`src/rtl/rv_iopmp_bram_arbiter.sv`:
```
// Arbitrates the single-port IOPMP entry BRAM between the configuration port and the
// checker's entry walker, routes read responses back and flags written entries.
module rv_iopmp_bram_arbiter #(
    parameter int NUMBER_ENTRIES = 8,
    parameter int READ_LATENCY   = 1,
    parameter int MAX_WAIT       = 4,
    localparam int AW = (NUMBER_ENTRIES > 1) ? $clog2(NUMBER_ENTRIES) : 1,
    localparam int WW = $clog2(MAX_WAIT + 1)
) (
    input  logic          clk_i,
    input  logic          rst_ni,

    input  logic          cfg_req_i,
    input  logic          cfg_we_i,
    input  logic [AW-1:0] cfg_addr_i,
    input  logic [127:0]  cfg_wdata_i,
    input  logic [15:0]   cfg_be_i,
    output logic          cfg_gnt_o,
    output logic          cfg_rvalid_o,
    output logic [127:0]  cfg_rdata_o,

    input  logic          chk_req_i,
    input  logic [AW-1:0] chk_addr_i,
    output logic          chk_gnt_o,
    output logic          chk_rvalid_o,
    output logic [127:0]  chk_rdata_o,

    output logic          en_bram_o,
    output logic          we_bram_o,
    output logic [AW-1:0] addr_bram_o,
    output logic [127:0]  din_bram_o,
    output logic [15:0]   be_bram_o,
    input  logic [127:0]  dout_bram_i,

    output logic          entry_upd_o,
    output logic [AW-1:0] entry_upd_idx_o
);

    localparam logic [WW-1:0] W_MAX = WW'(MAX_WAIT);

    logic [WW-1:0]           r_wait;
    logic [READ_LATENCY-1:0] r_rsp_vld;
    logic [READ_LATENCY-1:0] r_rsp_cfg;
    logic                    r_upd;
    logic [AW-1:0]           r_upd_idx;

    logic                    w_cfg_gnt;
    logic                    w_chk_gnt;
    logic                    w_any_gnt;
    logic                    w_cfg_wr;

    // Checker wins contention unless cfg has already lost MAX_WAIT cycles in a row.
    always_comb begin
        w_cfg_gnt = cfg_req_i & (~chk_req_i | (r_wait == W_MAX));
        w_chk_gnt = chk_req_i & ~w_cfg_gnt;
        w_any_gnt = w_cfg_gnt | w_chk_gnt;
        w_cfg_wr  = w_cfg_gnt & cfg_we_i;
    end

    assign cfg_gnt_o = w_cfg_gnt;
    assign chk_gnt_o = w_chk_gnt;

    always_ff @(posedge clk_i or negedge rst_ni) begin
        if (!rst_ni) begin
            r_wait <= '0;
        end else if (cfg_req_i && !w_cfg_gnt) begin
            if (r_wait != W_MAX) begin
                r_wait <= r_wait + 1'b1;
            end
        end else begin
            r_wait <= '0;
        end
    end

    always_comb begin
        en_bram_o   = w_any_gnt;
        we_bram_o   = w_cfg_wr;
        addr_bram_o = '0;
        din_bram_o  = '0;
        be_bram_o   = '0;
        if (w_cfg_gnt) begin
            addr_bram_o = cfg_addr_i;
            din_bram_o  = cfg_wdata_i;
            be_bram_o   = cfg_be_i;
        end else if (w_chk_gnt) begin
            addr_bram_o = chk_addr_i;
        end
    end

    // Owner tag travels alongside the BRAM read so each response returns to its requester.
    always_ff @(posedge clk_i or negedge rst_ni) begin
        if (!rst_ni) begin
            r_rsp_vld <= '0;
            r_rsp_cfg <= '0;
        end else begin
            r_rsp_vld[0] <= w_any_gnt;
            r_rsp_cfg[0] <= w_cfg_gnt;
            for (int i = 1; i < READ_LATENCY; i++) begin
                r_rsp_vld[i] <= r_rsp_vld[i-1];
                r_rsp_cfg[i] <= r_rsp_cfg[i-1];
            end
        end
    end

    assign cfg_rvalid_o = r_rsp_vld[READ_LATENCY-1] &  r_rsp_cfg[READ_LATENCY-1];
    assign chk_rvalid_o = r_rsp_vld[READ_LATENCY-1] & ~r_rsp_cfg[READ_LATENCY-1];
    assign cfg_rdata_o  = dout_bram_i;
    assign chk_rdata_o  = dout_bram_i;

    always_ff @(posedge clk_i or negedge rst_ni) begin
        if (!rst_ni) begin
            r_upd     <= 1'b0;
            r_upd_idx <= '0;
        end else begin
            r_upd <= w_cfg_wr;
            if (w_cfg_wr) begin
                r_upd_idx <= cfg_addr_i;
            end
        end
    end

    assign entry_upd_o     = r_upd;
    assign entry_upd_idx_o = r_upd_idx;

endmodule
```
`config.mk`:
```
export PLATFORM = sky130hd
export DESIGN_NAME = rv_iopmp_bram_arbiter
export DESIGN_NICKNAME = d
export VERILOG_FILES = /design/src/rtl/rv_iopmp_bram_arbiter.sv
export SDC_FILE = /design/constraint.sdc
export NUM_CORES = 1
export LEC_CHECK = 0
export CELL_PAD_IN_SITES_DETAIL_PLACEMENT = 0
export CELL_PAD_IN_SITES_GLOBAL_PLACEMENT = 1
export CORE_AREA = 5 5 269 271
export DETAILED_ROUTE_END_ITERATION = 7
export DIE_AREA = 0 0 274 276
export PLACE_DENSITY_LB_ADDON = 0.2
export SYNTH_ARGS = -nofsm -noshare
export SYNTH_HDL_FRONTEND = slang
export SYNTH_SLANG_ARGS = --single-unit
```
`constraint.sdc`:
```
create_clock -name clk_i -period 2.07 [get_ports clk_i]
set_input_delay 0.414 -clock clk_i [delete_from_list [all_inputs] [get_ports clk_i]]
set_output_delay 0.414 -clock clk_i [all_outputs]
set_load 0.005 [all_outputs]
```
======== Yosys cells after proc, flatten, opt, wreduce, memory -nomap -nowiden ========
Cells that the tools add are included.
storage, ports and cells
  register bits ........................... 9
  input port bits ......................... 283
cells by class
  reduce and logical (&&, ||, !) cells .... 2
  $add $sub $neg .......................... 1
  muxes and demuxes ....................... 6
  eq/ne operators ......................... 3
  bitwise operators ....................... 10
operator list
  operator                                       number
  2-to-1 mux 128 bit                             1
  2-to-1 mux 16 bit                              1
  2-to-1 mux 3 bit                               4
  AND 1 bit                                      5
  adder 3 x 1 -> 3 bit, second input constant    1
  == test 3 bit, second input constant           1
  != test 3 bit, second input constant           1
  NOT 1 bit                                      3
  != test 2 x 1 -> 1 bit, second input constant  1
  bitwise OR 1 bit                               2
  logical AND 1 bit                              1
  zero test 1 bit                                1

======== Depth between registers and ports, before layout ========
Gate-level depths: netlist of the first run.
  depth after elaboration ................. 7
  gate-level depth with buffers ........... 7
  depth with buffers taken out ............ 5

======== Worst setup path after synthesis of the first run ========
OpenSTA, ideal clock, no wires.
  kind .................................... reg2out
  start ................................... register r_wait[0]
  end ..................................... output din_bram_o[105]
  stages on the path, launching flop included .. 8
  arrival ................................. 1.304 ns
  setup slack ............................. 0.352 ns
  path buffers ............................ 2
  cell sequence ........................... dfrtp_1 > inv_1 > ha_1 > a21boi_2 > nor2b_4 > buf_6 > clkbuf_2 > and2_1
on the way
  word-level cells in the longest chain between the ends .. 4
RTL lines
  what                      RTL line  text
  start: declaration        41        logic [WW-1:0] r_wait;
  start signal: assignment  68        r_wait <= r_wait + 1'b1;
  == test 3 bit             54        w_cfg_gnt = cfg_req_i & (~chk_req_i | (r_wait == W_MAX));
  bitwise OR 1 bit          54
  AND 1 bit                 54
  2-to-1 mux 128 bit        81        if (w_cfg_gnt) begin
  end: declaration          31        output logic [127:0] din_bram_o,
No other way between the ends.

======== Final worst setup path of the first run ========
  start ................................... register r_wait[0]
  end ..................................... output din_bram_o[6]
The elaborated chain is that of the path after synthesis.

==> results_dict.tcl, run 1 <==
set metrics [dict create \
    outcome "finished, violations left" \
    violations "setup timing" \
    dpl-instance-area_sq_um 5866 \
    instances_no_fill 1500 \
    slowest_stage "dfrtp_1" \
    first_global_vias 3261 \
    critPathLaunch "r_wait[0]" \
    worst_pin_slew_ns 0.4706 \
    overflow 0 \
    skew_ns 0.004727 \
    dp.final_hpwl_mm 16.65 \
    startpoint_type "flip-flop" \
    die_area_sq_um 75620 \
    end_kind "output pin" \
    crit_chain "inv_2 -> ha_4 -> a21boi_4 -> nor2b_4 -> buf_6 -> buf_16 -> buf_12 -> buf_16 -> buf_6 -> and2_4 -> buf_6" \
    ys_seq_area_frac 0.06659 \
    grt_max_degree 12 \
    num_rows 97 \
    timing.critical_path.mode_cell "buf_6" \
    worstSetupEndpoint "din_bram_o[6]" \
    gp_congestion 0.6889 \
    worst_slack_ns -0.2698 \
    finalMaxSlewViolations 0 \
    most-common-layout-cells "159 x clkdlybuf4s50_1, 107 x buf_6, 102 x and2_4" \
    yosysUniqueCellTypes 20 \
    syn_avg_cell_area_sq_um 7.532 \
    dr.pass1.iters 3 \
    reg2regPathDepth 7 \
    cts.sink_count 9 \
    syn2layout_area_growth_pct 103.6 \
    drive_gt1_frac 0.5911 \
    cts_hold_buf 0 \
    worstHoldPathType "input port to asynchronous set/reset pin" \
    path_class "flip-flop to output pin" \
    multi_input_area_sq_um 1345 \
    io_pins 696 \
    rsz0062_at_grt "true" \
    route.vias.total 3032 \
    cp_data_required_time_ns 1.66 \
    yosys_warnings 0 \
    arrival_ns 1.93 \
    syn_inst 449 \
    clk_latency_ns 0.23 \
    drc_errors 0 \
    grt_usage 0.05096 \
    grt_first_pass_wirelength_mm 27.92 \
    rr_endpoint "entry_upd_idx_o[2]" \
    r2r-start "r_wait[0]" \
    post-route-util 0.09903 \
    max_freq_mhz 427.4 \
    setup_viol 147 \
    wl_mm 21.45 \
    dp.cells 1454 \
    drtIter0Drc 65 \
    htree_levels 1 \
    slowest_delay_ns 0.36 \
    synth.net_count 734 \
    path_clk_slew_ns 0.04 \
    diodes 0 \
    drtAntennaViolNets 0 \
    vdd_drop_max_v 0.0002223 \
    max_cap_viol_count 0 \
    viasPerCell 2.021 \
    wl_per_cell_um 14.30 \
    timing.final.crit_share 1.130 \
    critical_path.max_fanout 5 \
    core_sq_um 69540 \
    antenna_found_initial 3 \
    relSlewSlack 0.6853 \
    ys_seq_elements 9 \
    num-fill-cells 8082 \
    cellLeakagePower_nw 2.838 \
    cts_buffers 3 \
    min_period_ns 2.340 \
    port_buffers 311 \
    final-seq-area_sq_um 225.2 \
    clockBufferDepth 2 \
    root_buffer "clkbuf_16" \
    fin_nets 846 \
    design_area_sq_um 6887 \
    netlist_area_sq_um 3382 \
    die_w_um 274 \
    cts_tree "built" \
    r2r_slack_ns 0.53 \
    mostFrequentLayoutCell "clkdlybuf4s50_1" \
    fp.dieH_um 276 \
    hold_viol 0 \
    initial_core_util 0.04863 \
    p_per_area_nw_per_um2 236.4 \
]
-- registers in the layout, summed over array words and instances, names as in the netlist --
name and cells:
entry_upd_idx_o 3, r_wait 3, entry_upd_o 1, r_rsp_cfg 1, r_rsp_vld 1
-- Yosys cell counts, drive strengths merged --
master	number	area, sq um
or2	1	6.260
nor2b	2	20.02
inv	3	11.26
and3	1	6.260
nand2	2	7.510
mux2	3	33.78
nor2	3	11.26
a21boi	1	11.26
and2	145	907.1
xnor2	1	8.760
buf	269	2062
a31oi	1	6.260
a22o	3	26.28
dfrtp	9	225.2
ha	2	25.02
clkbuf	3	13.76
-- critical path, delay by kind of cell (launching register included) --
family          cells  cell delay (ns)
compound gates      1             0.16
fa+ha+maj           1             0.16
flops               1             0.36
buf+inv             7             0.81
simple gates        2             0.18
-- power breakdown --
group / internal [W] / switching [W] / total (W)
Combinational: 0.000765 / 0.000321 / 0.00109
Sequential: 0.000193 / 0.00000848 / 0.000201
Clock: 0.000255 / 0.0000865 / 0.000341
Total: 0.00121 / 0.000416 / 0.00163
-- logic make-up after synthesis --
logic type / synth area share
AO/OA/AOI/OAI: 0.01295
XOR/XNOR: 0.002590
AND/OR/NAND/NOR: 0.2834
adder cells (fa/ha/maj): 0.007398
buffers and inverters: 0.6171
flip-flops: 0.06659
multiplexers: 0.009988
-- metrics by stage --
| stage | power (W) | setup slack, ns | hold WS, ns | TNS [ns] |
|---|---|---|---|---|
| floorplan | 0.0007825 | 0.3516 | 0.1184 | 0 |
| global placement | 0.001059 | -0.6931 | 0.5028 | -92.07 |
| detailed placement | 0.001045 | -0.6905 | 0.5040 | -90.51 |
| CTS | 0.001644 | -0.3727 | 0.5161 | -37.98 |
| global route | 0.001744 | -0.3369 | 0.5193 | -33.37 |
| finish | 0.001628 | -0.2698 | 0.5066 | -22.64 |
-- worst min path at each step --
stage | endpoint | slack (ns) | depth (start not counted)
floorplan | entry_upd_idx_o[0] | 0.12 | 0
global placement | entry_upd_idx_o[1] | 0.50 | 1
detailed placement | entry_upd_idx_o[1] | 0.50 | 1
CTS | entry_upd_idx_o[0] | 0.52 | 1
global route | entry_upd_idx_o[0] | 0.52 | 1
finish | entry_upd_o | 0.51 | 1
-- timing repair --
| action | 4_1_cts | 5_1_grt |
|---|---|---|
| pin swaps | 93 | 13 |
| buffers inserted | 24 | 11 |
| resized for setup | 795 | 51 |
| gates cloned | 13 | 1 |
| endpoints found under the setup margin | 151 | 148 |
| endpoints found under the hold margin | 0 | 0 |
-- per-layer routing --
layer  vias to the layer above  part of all wire  global-route usage  routed length (um)
li1                       1320                 -                   -                   -
met1                      1270              0.42             0.06600                9066
met4                         2            0.0066            0.005691                 142
met5                         -            0.0021            0.004493                  46
met2                       424              0.39             0.06830                8292
met3                        16              0.18             0.03911                3900
-- final cells by class --
class                      count  share of cell area
sequential                     9             0.03270
inverter                       3            0.001635
clock buffer                   3             0.01090
clock inverter                 1           0.0007267
timing repair buffer         379              0.5879
multi-input combinational    165              0.1953
tap                          940              0.1708
(Power assumes the default switching activity.)
==> run 2: changes to the inputs <==
Settings changed: SLEW_MARGIN set to 20.
==> results of run 2 <==
Final layout, timing and power as in run 1 (identical DEF).
